**config.mk**
```make
export PLATFORM = sky130hd
export DESIGN_NAME = scancode_display
export DESIGN_NICKNAME = d
export VERILOG_FILES = /design/src/rtl/scancode_disp_pkg.sv /design/src/rtl/hex_to_7seg.sv /design/src/rtl/scancode_display.sv
export SDC_FILE = /design/constraint.sdc
export NUM_CORES = 1
export LEC_CHECK = 0
export BUFFER_PORTS_ARGS = -buffer_cell sky130_fd_sc_hd__buf_4
export CAP_MARGIN = 10
export CORE_MARGIN = 2
export CORE_UTILIZATION = 35
export CTS_CLUSTER_SIZE = 20
export DETAILED_ROUTE_END_ITERATION = 10
export PLACE_DENSITY = 0.49
export SYNTH_ARGS = -nofsm -noshare
export SYNTH_HDL_FRONTEND = slang
export SYNTH_SLANG_ARGS = --single-unit
```
**constraint.sdc**
```tcl
create_clock -name CLK -period 2.3 [get_ports CLK]
set_input_delay 0 -clock CLK [delete_from_list [all_inputs] [get_ports CLK]]
set_output_delay 0 -clock CLK [all_outputs]
set_load 0.02 [all_outputs]
```
**src/rtl/scancode_disp_pkg.sv**
```systemverilog
`default_nettype none
// ============================================================================
// Module   : scancode_disp_pkg
// Brief    : Shared constants for the scan-code display: hex segment table,
//            blank pattern and digit count.
// Revision : 1.0 - initial release
// ============================================================================
package scancode_disp_pkg;

    localparam int NUM_DIGITS = 4;

    localparam logic [6:0] SEG_BLANK = 7'b1111111;

    // Active-low {g,f,e,d,c,b,a} patterns for 0..F
    localparam logic [6:0] SEG_HEX [16] = '{
        7'b1000000, 7'b1111001, 7'b0100100, 7'b0110000,
        7'b0011001, 7'b0010010, 7'b0000010, 7'b1111000,
        7'b0000000, 7'b0010000, 7'b0001000, 7'b0000011,
        7'b1000110, 7'b0100001, 7'b0000110, 7'b0001110
    };

endpackage
`default_nettype wire

```
**src/rtl/hex_to_7seg.sv**
```systemverilog
`default_nettype none
// ============================================================================
// Module   : hex_to_7seg
// Brief    : Combinational nibble to active-low seven-segment decoder.
// Revision : 1.0 - initial release
// ============================================================================
module hex_to_7seg
    import scancode_disp_pkg::*;
(
    input  logic [3:0] nibble_i,
    output logic [6:0] seg_o
);

    always_comb begin
        seg_o = SEG_BLANK;
        seg_o = SEG_HEX[nibble_i];
    end

endmodule
`default_nettype wire

```
**src/rtl/scancode_display.sv**
```systemverilog
`default_nettype none
// ============================================================================
// Module   : scancode_display
// Brief    : Synchronizes and debounces a keyboard scan code, keeps the last
//            two accepted codes and multiplexes them onto four 7-seg digits.
// Revision : 1.0 - initial release
// ============================================================================
module scancode_display
    import scancode_disp_pkg::*;
#(
    parameter int REFRESH_DIV   = 100000,
    parameter int STABLE_CYCLES = 4
) (
    input  logic       CLK,
    input  logic       RESETN,
    input  logic [7:0] CODE,
    output logic [6:0] SEG,
    output logic       DP,
    output logic [3:0] AN,
    output logic       NEW_CODE
);

    localparam int CNT_W = $clog2(STABLE_CYCLES) + 1;
    localparam int REF_W = (REFRESH_DIV > 1) ? $clog2(REFRESH_DIV) : 1;
    localparam int IDX_W = $clog2(NUM_DIGITS);

    localparam logic [CNT_W-1:0] c_stable_last = CNT_W'(STABLE_CYCLES - 1);
    localparam logic [REF_W-1:0] c_ref_last    = REF_W'(REFRESH_DIV - 1);

    logic [7:0]       sync1_q, sync2_q, sync_last_q;
    logic [CNT_W-1:0] stab_cnt_q, stab_cnt_d;
    logic [7:0]       cur_q, cur_d, prev_q, prev_d;
    logic             new_code_q, new_code_d;
    logic [REF_W-1:0] ref_cnt_q, ref_cnt_d;
    logic [IDX_W-1:0] idx_q, idx_d;
    logic [6:0]       seg_q;
    logic             dp_q;
    logic [3:0]       an_q, an_d;
    logic             w_same, w_accept;
    logic [3:0]       w_nibble;
    logic [6:0]       w_seg;

    // The counter saturates at its last value so a held code is accepted once
    always_comb begin
        w_same     = (sync2_q == sync_last_q);
        stab_cnt_d = stab_cnt_q;
        if (!w_same) begin
            stab_cnt_d = '0;
        end else if (stab_cnt_q != c_stable_last) begin
            stab_cnt_d = stab_cnt_q + 1'b1;
        end
        w_accept = (stab_cnt_d == c_stable_last) &&
                   (!w_same || (stab_cnt_q != c_stable_last));

        cur_d      = cur_q;
        prev_d     = prev_q;
        new_code_d = 1'b0;
        if (w_accept && (sync2_q != cur_q)) begin
            prev_d     = cur_q;
            cur_d      = sync2_q;
            new_code_d = 1'b1;
        end
    end

    always_comb begin
        ref_cnt_d = ref_cnt_q + 1'b1;
        idx_d     = idx_q;
        if (ref_cnt_q == c_ref_last) begin
            ref_cnt_d = '0;
            idx_d     = idx_q + 1'b1;
        end

        case (idx_q)
            2'd0:    w_nibble = cur_q[3:0];
            2'd1:    w_nibble = cur_q[7:4];
            2'd2:    w_nibble = prev_q[3:0];
            default: w_nibble = prev_q[7:4];
        endcase

        an_d = ~(4'b0001 << idx_q);
    end

    hex_to_7seg u_hex_to_7seg (
        .nibble_i (w_nibble),
        .seg_o    (w_seg)
    );

    always_ff @(posedge CLK) begin
        if (!RESETN) begin
            sync1_q     <= '0;
            sync2_q     <= '0;
            sync_last_q <= '0;
            stab_cnt_q  <= '0;
            cur_q       <= '0;
            prev_q      <= '0;
            new_code_q  <= 1'b0;
            ref_cnt_q   <= '0;
            idx_q       <= '0;
            seg_q       <= SEG_HEX[0];
            dp_q        <= 1'b1;
            an_q        <= 4'b1110;
        end else begin
            sync1_q     <= CODE;
            sync2_q     <= sync1_q;
            sync_last_q <= sync2_q;
            stab_cnt_q  <= stab_cnt_d;
            cur_q       <= cur_d;
            prev_q      <= prev_d;
            new_code_q  <= new_code_d;
            ref_cnt_q   <= ref_cnt_d;
            idx_q       <= idx_d;
            seg_q       <= w_seg;
            dp_q        <= (idx_q != 2'd2);
            an_q        <= an_d;
        end
    end

    assign SEG      = seg_q;
    assign DP       = dp_q;
    assign AN       = an_q;
    assign NEW_CODE = new_code_q;

endmodule
`default_nettype wire

```
==> flow_metrics.tcl <==
set metrics [dict create \
    run_status "completed" \
    max_slew_margin_pct 54.0 \
    power_density_nw_per_um2 702 \
    placed_cell_area_sq_um 3320 \
    ordered_cell_list_for_the_critical_path "inv_1 > ha_1 > a222oi_1 > a21oi_2 > inv_1 > ha_1 > nor2_1 > a211oi_1 > a311oi_1" \
    crit_type "flip-flop to flip-flop" \
    synth_cell_types 46 \
    whs_ps 92.5 \
    cts.repair_timing.setup_buffer_count 0 \
    rsz0062_at_grt "false" \
    number_of_nets_in_the_layout 367 \
    final_min_period_over_clock_period_pct 91.1 \
    io_buffer_count 22 \
    cpPeakStageDelay_ps 370 \
    grt_pass1_wl_microns 10000 \
    coreArea_sq_um 8590 \
    cts_htree_levels 3 \
    row_count 34 \
    average_via_count_per_standard_cell 4.70 \
    count_of_max_cap_constraint_violations 0 \
    setup_tns_ps 0 \
    floorplan.initialDensity_pct 35.7 \
    finalHoldViolations 0 \
    synthMostInstantiatedCell "sky130_fd_sc_hd__dfxtp_1" \
    synth_area_sq_um 3070 \
    number_of_antenna_violations_at_the_first_check_in_global_routing 0 \
    synthFlopType "sky130_fd_sc_hd__dfxtp_1" \
    place_inst 434 \
    yosysSeqAreaShare_pct 48.2 \
    detailed_place_hpwl_microns 3840 \
    tritoncts "yes" \
    ir_worst_vdd_mv 0.326 \
    worst_slew_pin_slew_ps 689 \
    static-leakage-power_uw 0.00154 \
    chipWidth_microns 97.7 \
    clockBufferDepth 2 \
    postSynthCellCount 312 \
    synth.top_cells.by_area "sky130_fd_sc_hd__dfxtp_1 (48%), sky130_fd_sc_hd__mux2i_1 (6.8%), sky130_fd_sc_hd__xnor2_1 (6.8%)" \
    post-route-drc-count 0 \
    grt_max_degree 53 \
    wl_microns 5640 \
    design.portCount 23 \
    final_util_pct 42.6 \
    cp_top_family "compound AO/OA/AOI/OAI gates" \
    slew_violations 0 \
    dieArea_sq_um 9540 \
    area_delta_synth_final_pct 19.2 \
    asyncSetResetFlopFracSynth_pct 0 \
    synth.top_cell.area_share_pct 48.2 \
    synth.top_cells.by_count "sky130_fd_sc_hd__dfxtp_1 (74), sky130_fd_sc_hd__nand2_1 (38), sky130_fd_sc_hd__xnor2_1 (24)" \
    layout_cells_sized_above_1_pct 18.0 \
    timing.reg2reg.setup_slack_ps 210 \
    grt_remaining_overflow 0 \
    startpoint_type "flip-flop" \
    worstPathRequired_ps 2550 \
    clock.fmax_mhz 477 \
    setup_viol_count_final 0 \
    crit_path_max_fanout 5 \
    route.vias.total 2154 \
    synthesis.nets 334 \
    routedWlPerCell_microns 12.3 \
    mean_area_per_synthesized_cell_sq_um 9.84 \
    num-fill-cells 874 \
    first_global_vias 2179 \
    fp.dieH_microns 97.7 \
    worstSetupEndpointType "flip-flop" \
    skew_ps 7.16 \
    cts.sinks 74 \
    synth.yosys.warnings 0 \
    track_usage_pct 13.2 \
    ys_seq_elements 74 \
    drtAntennaViolNets 0 \
    synth-edff-count 0 \
    worstPathBufferInverterCount 2 \
    drtPass1Iterations 4 \
    drt-initial-drc-count 49 \
    weighted_congestion_reported_at_the_end_of_routability_driven_placement 0.818 \
    timing.critical_path.arrival_ps 2340 \
    finalWorstPathRequiredPeriod_ps 2090 \
    instances_no_fill 458 \
    clock-root-buffer "sky130_fd_sc_hd__clkbuf_8" \
    clock_slew_seen_by_the_registers_of_the_worst_setup_and_hold_paths_ps 70 \
    largest_area_contributor_in_the_synthesized_netlist "sky130_fd_sc_hd__dfxtp_1" \
    cts_inserted_buffers 9 \
    worstHoldPathType "primary input to flip-flop" \
    final_area_sq_um 3660 \
    cp_max_delay_cell "sky130_fd_sc_hd__dfxtp_4" \
    antennaDiodeCount 0 \
    clk-insertion-delay-late_ps 350 \
]
## state kept, by name, summed over array words and instances, names as in the netlist, 2 cells and up
register / cells
ref_cnt_q: 17
sync_last_q: 8
sync2_q: 8
idx_q: 2
AN: 4
stab_cnt_q: 3
SEG: 7
sync1_q: 8
cur_q: 8
prev_q: 8
## power breakdown
group	switching [uW]	total, uW	leakage, uW	internal, uW
sequential	15.8	1320	0.000602	1300
combinational	56.2	114	0.000818	57.5
clock	465	1140	0.000117	671
## path summary, 6_finish.rpt
path	startpoint	end	depth (start not counted)
hold reg to reg	sync1_q[6]	sync2_q[6]	1
hold / removal	RESETN	AN[3]	2
setup / recovery	idx_q[0]	SEG[3]	9
setup reg to reg	idx_q[0]	SEG[3]	9
## cell families (layout without fill, tap and decap cells)
| group | count (synthesis) | count (layout) | share of synthesized area [%] |
|---|---|---|---|
| AO/OA/AOI/OAI | 17 | 17 | 4.44 |
| buffers and inverters | 29 | 67 | 4.65 |
| adder cells (fa/ha/maj) | 12 | 12 | 4.89 |
| XOR/XNOR | 34 | 34 | 9.70 |
| multiplexers | 22 | 22 | 7.21 |
| AND/OR/NAND/NOR | 124 | 124 | 20.9 |
| flip-flops | 74 | 74 | 48.2 |
## cell type report
class / count / area [sq um] / share of cell area, %
flip-flops and latches: 74 / 1490 / 40.6
inverters: 17 / 63.8 / 1.74
well taps: 108 / 135 / 3.69
repair buffers: 34 / 275 / 7.52
clock buffers: 12 / 155 / 4.24
clock inverters: 4 / 73.8 / 2.02
multi-input cells: 209 / 1470 / 40.2
## what timing repair did
action / 4_1_cts / 5_1_grt
endpoints found under the hold margin: 8 / 0
hold buffers: 8 / 0
gates resized for setup: 0 / 10
setup endpoints to repair: 0 / 7
## placed cells by master, fill, tap and decap left out, types with 2 or more instances in the layout
cell,Yosys,layout
sky130_fd_sc_hd__xor2_1,10,10
sky130_fd_sc_hd__a222oi_1,4,4
sky130_fd_sc_hd__buf_4,2,26
sky130_fd_sc_hd__nand3_1,8,8
sky130_fd_sc_hd__nor2b_1,6,6
sky130_fd_sc_hd__nand4_1,7,7
sky130_fd_sc_hd__xnor2_1,24,24
sky130_fd_sc_hd__nor2_1,23,23
sky130_fd_sc_hd__nor2_2,10,10
sky130_fd_sc_hd__o31ai_1,2,2
sky130_fd_sc_hd__clkbuf_8,0,11
sky130_fd_sc_hd__ha_2,0,3
sky130_fd_sc_hd__ha_1,12,9
sky130_fd_sc_hd__nand2_1,38,38
sky130_fd_sc_hd__dlygate4sd3_1,0,8
sky130_fd_sc_hd__bufinv_16,0,2
sky130_fd_sc_hd__and2_1,16,16
sky130_fd_sc_hd__inv_1,16,15
sky130_fd_sc_hd__mux2i_1,21,21
sky130_fd_sc_hd__a21oi_2,1,2
sky130_fd_sc_hd__and3_1,3,3
sky130_fd_sc_hd__dfxtp_1,74,72
## metal layers
layer,track usage (%),up-vias,part of all wire (%)
met1,16.0,1003,47
met5,0,-,0
met3,5.47,6,4.8
met4,4.59,0,1.3
li1,-,1099,-
met2,21.0,46,47
## per-stage QoR
stage / setup slack (ps) / total power [uW]
finish: 205 / 2570
global route: 20.0 / 2690
CTS: 19.6 / 2620
detailed placement: 35.2 / 1460
global placement: 120 / 1450
floorplan: 177 / 1430
Power figures use the tool's default switching activity.
